$ cat src/rtl/grid_match_core.sv
// grid_match_core: cell-select matching game with a scanned LED-matrix display.
// A target map is written row by row while idle; the player flips (or sets) cells
// while playing, and each accepted select triggers a row-by-row compare pass.
//
// Ports:
//   clock, reset (async, active-low)
//   enable                        game running (level)
//   load, load_row, load_data     write one target row (IDLE only)
//   sel_valid, sel_row, sel_col   player cell select (PLAY only)
//   clear                         zero player grid, move count and finish
//   row, col                      one-hot scan row and its pixel data
//   moves                         accepted-select count (saturating)
//   finish                        player grid matched the target map
//   busy                          compare pass in progress
module grid_match_core #(
    parameter int unsigned ROWS     = 8,
    parameter int unsigned COLS     = 16,
    parameter int unsigned CNT_W    = 8,
    parameter int unsigned SCAN_DIV = 1000,
    parameter int unsigned MODE     = 0
) (
    input  logic                     clock,
    input  logic                     reset,
    input  logic                     enable,
    input  logic                     load,
    input  logic [$clog2(ROWS)-1:0]  load_row,
    input  logic [COLS-1:0]          load_data,
    input  logic                     sel_valid,
    input  logic [$clog2(ROWS)-1:0]  sel_row,
    input  logic [$clog2(COLS)-1:0]  sel_col,
    input  logic                     clear,
    output logic [ROWS-1:0]          row,
    output logic [COLS-1:0]          col,
    output logic [CNT_W-1:0]         moves,
    output logic                     finish,
    output logic                     busy
);

    localparam int unsigned RW = $clog2(ROWS);
    localparam int unsigned DW = (SCAN_DIV > 1) ? $clog2(SCAN_DIV) : 1;

    typedef enum logic [1:0] {IDLE, PLAY, CHECK, DONE} state_t;

    state_t            state;
    state_t            state_nxt;
    logic [COLS-1:0]   target [ROWS];
    logic [COLS-1:0]   player [ROWS];
    logic [RW-1:0]     chk_idx;
    logic [DW-1:0]     div;
    logic [DW-1:0]     div_nxt;
    logic [RW-1:0]     scan;
    logic [RW-1:0]     scan_nxt;
    logic              sel_ok;
    logic              row_match;
    logic              chk_last;

    // Next-state and select qualification
    always_comb begin
        state_nxt = state;
        sel_ok    = 1'b0;
        row_match = (player[chk_idx] == target[chk_idx]);
        chk_last  = (32'(chk_idx) == ROWS - 1);

        // clear wins over a same-edge select
        sel_ok = enable && !clear && sel_valid && (state == PLAY) &&
                 (32'(sel_row) < ROWS) && (32'(sel_col) < COLS);

        if (!enable) begin
            state_nxt = IDLE;
        end else if (clear) begin
            state_nxt = (state == IDLE) ? IDLE : PLAY;
        end else begin
            case (state)
                IDLE:    state_nxt = PLAY;
                PLAY:    if (sel_ok) state_nxt = CHECK;
                CHECK: begin
                    if (!row_match)    state_nxt = PLAY;
                    else if (chk_last) state_nxt = DONE;
                end
                DONE:    state_nxt = DONE;
                default: state_nxt = IDLE;
            endcase
        end
    end

    // Scan divider and row index, free-running regardless of game state
    always_comb begin
        div_nxt  = div + DW'(1);
        scan_nxt = scan;
        if (32'(div) == SCAN_DIV - 1) begin
            div_nxt  = '0;
            scan_nxt = (32'(scan) == ROWS - 1) ? '0 : scan + RW'(1);
        end
    end

    // State register
    always_ff @(posedge clock or negedge reset) begin
        if (!reset) state <= IDLE;
        else        state <= state_nxt;
    end

    // Grids, move counter, compare progress and status flags
    always_ff @(posedge clock or negedge reset) begin
        if (!reset) begin
            target  <= '{default: '0};
            player  <= '{default: '0};
            moves   <= '0;
            finish  <= 1'b0;
            busy    <= 1'b0;
            chk_idx <= '0;
        end else begin
            if (state == IDLE && load && (32'(load_row) < ROWS))
                target[load_row] <= load_data;

            if (clear) begin
                player <= '{default: '0};
                moves  <= '0;
            end else if (sel_ok) begin
                player[sel_row][sel_col] <= (MODE == 1) ? 1'b1 : ~player[sel_row][sel_col];
                if (moves != {CNT_W{1'b1}})
                    moves <= moves + CNT_W'(1);
            end

            if (clear)
                finish <= 1'b0;
            else if (state == CHECK && state_nxt == DONE)
                finish <= 1'b1;

            busy    <= (state_nxt == CHECK);
            chk_idx <= (state == CHECK && state_nxt == CHECK) ? chk_idx + RW'(1) : '0;
        end
    end

    // Display drive: row and its pixels registered together so they stay aligned
    always_ff @(posedge clock or negedge reset) begin
        if (!reset) begin
            div  <= '0;
            scan <= '0;
            row  <= ROWS'(1);
            col  <= '0;
        end else begin
            div  <= div_nxt;
            scan <= scan_nxt;
            row  <= ROWS'(1) << scan_nxt;
            col  <= (state_nxt == IDLE) ? target[scan_nxt] : player[scan_nxt];
        end
    end

endmodule

$ cat config.mk
export PLATFORM = sky130hd
export DESIGN_NAME = grid_match_core
export DESIGN_NICKNAME = d
export VERILOG_FILES = /design/src/rtl/grid_match_core.sv
export SDC_FILE = /design/constraint.sdc
export NUM_CORES = 1
export LEC_CHECK = 0
export CORE_ASPECT_RATIO = 1.75
export CORE_UTILIZATION = 62
export CTS_CLUSTER_DIAMETER = 80
export DETAILED_ROUTE_END_ITERATION = 16
export PLACE_DENSITY = 0.89
export SYNTH_ARGS = -nofsm -noshare
export SYNTH_HDL_FRONTEND = slang
export SYNTH_SLANG_ARGS = --single-unit
export TNS_END_PERCENT = 100
$ cat constraint.sdc
create_clock -name clock -period 3.6 [get_ports clock]
set_input_delay 0.72 -clock clock [delete_from_list [all_inputs] [get_ports clock]]
set_output_delay 0.72 -clock clock [all_outputs]
set_load 0.05 [all_outputs]
==> metrics.log <==
[metrics] outcome: completed
[metrics] largest voltage drop on the vdd net: 421 uV
[metrics] type of the tightest min-delay check: input pin to asynchronous set/reset pin
[metrics] buffering stage count on the worst path with inverters included: 0
[metrics] die width: 130 um
[metrics] setup repair after global routing missed its margin: false
[metrics] WL final: 58100 um
[metrics] average cell area after synthesis: 11.9 um^2
[metrics] category of the critical setup timing path: flop to flop
[metrics] number of antenna violations at the first check in global routing: 2
[metrics] # IOs: 66
[metrics] number of register bits inferred by synthesis: 308
[metrics] root buf cell: clkbuf_16
[metrics] largest fanout of any net on the critical path: 13
[metrics] fraction of synthesized cell area taken by the top area cell type: 0.433
[metrics] count of pins over their slew limit: 0
[metrics] part of the total power dissipated in sequential elements: 0.440
[metrics] commonest cells after routing, fill and taps aside: dfrtp_1 (304), mux2i_1 (177), a21oi_1 (142), mux2_2 (134), a311oi_1 (122)
[metrics] total of hold buffers inserted after clock tree synthesis: 0
[metrics] cell-internal power: 0.00701 W
[metrics] clock tree from TritonCTS: done
[metrics] f_max: 287 MHz
[metrics] number of violations of the max-capacitance limit: 0
[metrics] final setup TNS: 0 ps
[metrics] number of CTS-inserted buffers: 29
[metrics] Area Growth Syn to Fin: 15.2%
[metrics] data arrival at the endpoint of the critical path: 4000 ps
[metrics] Avg WL per Cell: 29.7 um
[metrics] count of flip-flops with a built-in enable after synthesis: 0
[metrics] pwr/cell area: 480 mW/mm^2
[metrics] maximum number of buffers from clock root to sink: 3
[metrics] worst-skew pair later-pin latency: 590 ps
[metrics] Crit-path slowest cell: dfrtp_2
[metrics] Die Height: 226 um
[metrics] Cell variety after synth: 69
[metrics] placeable core region: 0.0281 mm^2
[metrics] largest area contributor in the synthesized netlist: dfrtp_1
[metrics] leakage power: 7.99 nW
[metrics] first-pass GRT wire length: 87400 um
[metrics] pin slew with the least headroom to its limit: 950 ps
[metrics] clock share of power: 0.370
[metrics] area of the die: 0.0293 mm^2
[metrics] combined global-route utilization of all metal layers: 0.411
[metrics] crit share post-route: 0.969
[metrics] Worst-path clk slew: 70 ps
[metrics] final net count: 1601
[metrics] sort of element at the start of the critical path: flop
[metrics] number of instances resized during post-cts repair: 0
[metrics] number of placement rows: 81
[metrics] most frequently used flop master after synthesis: dfrtp_1
[metrics] sort of element at the end of the critical path: flop
[metrics] synthesized instance count: 1485
[metrics] number of setup violations in the final report: 0
[metrics] fraction of registers with async set or reset after synthesis: 1.00
[metrics] vias in the first global route: 14800
[metrics] largest stage delay on the critical path: 740 ps
[metrics] cell repeated most along the worst path: or4_1
[metrics] first-iteration detailed-routing DRC count: 1666
[metrics] most common cell after layout, fill and taps aside: dfrtp_1
[metrics] FILL cells: 1869
[metrics] biggest area contributors in the synthesized netlist: dfrtp_1 (43%), mux2i_1 (10%), mux2_2 (8.5%)
[metrics] worst clock skew: 21.7 ps
[metrics] switching share of total power: 0.285
[metrics] proportion of layout cells with a drive suffix above 1: 0.238
[metrics] initial standard-cell utilization of the core: 0.631
[metrics] hold slack final: 111 ps
[metrics] sequential share of the synthesized area: 0.435
[metrics] clk sink count: 308
[metrics] count of yosys warnings during synthesis: 0
[metrics] post-DP HPWL: 39300 um
[metrics] Detailed Routing Iterations Pass 1: 6
[metrics] largest net degree at the start of global routing: 97
[metrics] switching power total: 0.00280 W
[metrics] net count of the mapped netlist: 1523
[metrics] post-route DRC violation count: 0
[metrics] number of vias per cell: 7.44
[metrics] residual antenna-violating net count after detailed routing: 0
[metrics] gate family responsible for the most delay along the worst path: simple AND/OR/NAND/NOR gates
[metrics] setup bufs post-CTS: 0
[metrics] combinational share of power: 0.190
[metrics] cells traversed along the worst timing path: mux4_1 -> mux2i_1 -> xnor2_1 -> o311ai_0 -> or4_1 -> or4_1 -> a21oi_1
[metrics] maximum level of the CTS H-tree: 1
[metrics] detailed-route via count: 14600
[metrics] routability cong.: 1.07
[metrics] count of buffers inserted at the top-level ports: 65
[metrics] gr ovfl total: 0
[metrics] final count of hold timing violations: 0
[metrics] required time of the worst setup path: 4120 ps
[metrics] cell area after synthesis: 0.0177 mm^2
[metrics] worst max-slew margin expressed relative to the limit: 0.367
[metrics] min Tclk post-route: 3490 ps
## flip-flops by register name, indices dropped and copies added, names as in the netlist
register / cells
row: 8
scan: 3
moves: 8
target: 128
finish: 1
div: 10
col: 16
state: 2
busy: 1
player: 128
chk_idx: 3
## synth_stat cells, types with 16 or more instances
cell type / n
nor3_1: 21
a22oi_1: 16
mux4_2: 55
mux2i_1: 178
buf_2: 32
nor2_1: 70
xor2_1: 55
a21oi_1: 143
mux2_2: 134
xnor2_1: 36
a311oi_1: 122
dfrtp_1: 307
nand2_1: 40
clkbuf_1: 67
## metrics by stage
step	cell area [um^2]	utilization	setup slack, ps	power [W]	cells
6_report	20400	0.727	112	0.00981	1959
5_1_grt	20400	0.727	71.0	0.0101	1959
4_1_cts	20400	0.727	173	0.00976	1958
3_5_place_dp	19300	0.687	-158	0.00616	1905
3_3_place_gp	19300	0.687	7.45	0.00604	1905
2_1_floorplan	17700	-	714	0.00546	1485
## cell families (layout without fill, tap and decap cells)
| family | count (synthesis) | count (layout) | share of synthesized area |
|---|---|---|---|
| multiplexers | 383 | 383 | 0.278 |
| AO/OA/AOI/OAI | 359 | 359 | 0.142 |
| flip-flops | 308 | 308 | 0.435 |
| AND/OR/NAND/NOR | 204 | 204 | 0.0587 |
| buffers and inverters | 134 | 234 | 0.0374 |
| XOR/XNOR | 91 | 91 | 0.0450 |
| adder cells (fa/ha/maj) | 6 | 6 | 0.00424 |
| other | 0 | 1 | 0 |
## routing by layer
layer | track usage | share of wire | wire length, um | vias to the layer above
met5 | 0 | 0 | 0 | -
met1 | 0.441 | 0.32 | 18500 | 7219
met3 | 0.114 | 0.094 | 5480 | 384
met4 | 0.348 | 0.098 | 5690 | 0
li1 | - | - | - | 5934
met2 | 0.665 | 0.49 | 28400 | 1039
## power by group through the flow
stage	clock network [W]	logic, W	registers (W)
floorplan	0	0.00111	0.00436
global placement	0	0.00173	0.00431
detailed placement	0	0.00181	0.00435
CTS	0.00363	0.00184	0.00430
global route	0.00377	0.00197	0.00435
finish	0.00363	0.00186	0.00432
## worst paths after layout
check	slack, ps	cells after the start	end	startpoint
worst min register to register	490	1	div[0]	div[0]
max in group asynchronous	2560	2	player[116]	reset
worst max-delay path	110	7	finish	chk_idx[1]
worst min-delay path	110	1	target[29]	reset
min in group clock	350	2	finish	clear
worst max register to register	110	7	finish	chk_idx[1]
## area by class of cell
| type | count | area (um^2) | share of cell area |
|---|---|---|---|
| sequential | 308 | 7710 | 0.378 |
| antenna | 1 | 2.50 | 0.000123 |
| inverter | 14 | 62.6 | 0.00306 |
| clock inverter | 22 | 373 | 0.0183 |
| clock buffer | 31 | 753 | 0.0369 |
| tap | 373 | 467 | 0.0229 |
| timing repair buffer | 167 | 1630 | 0.0799 |
| multi-input combinational | 1043 | 9420 | 0.461 |
No activity file was read; power rests on OpenSTA's default activity.
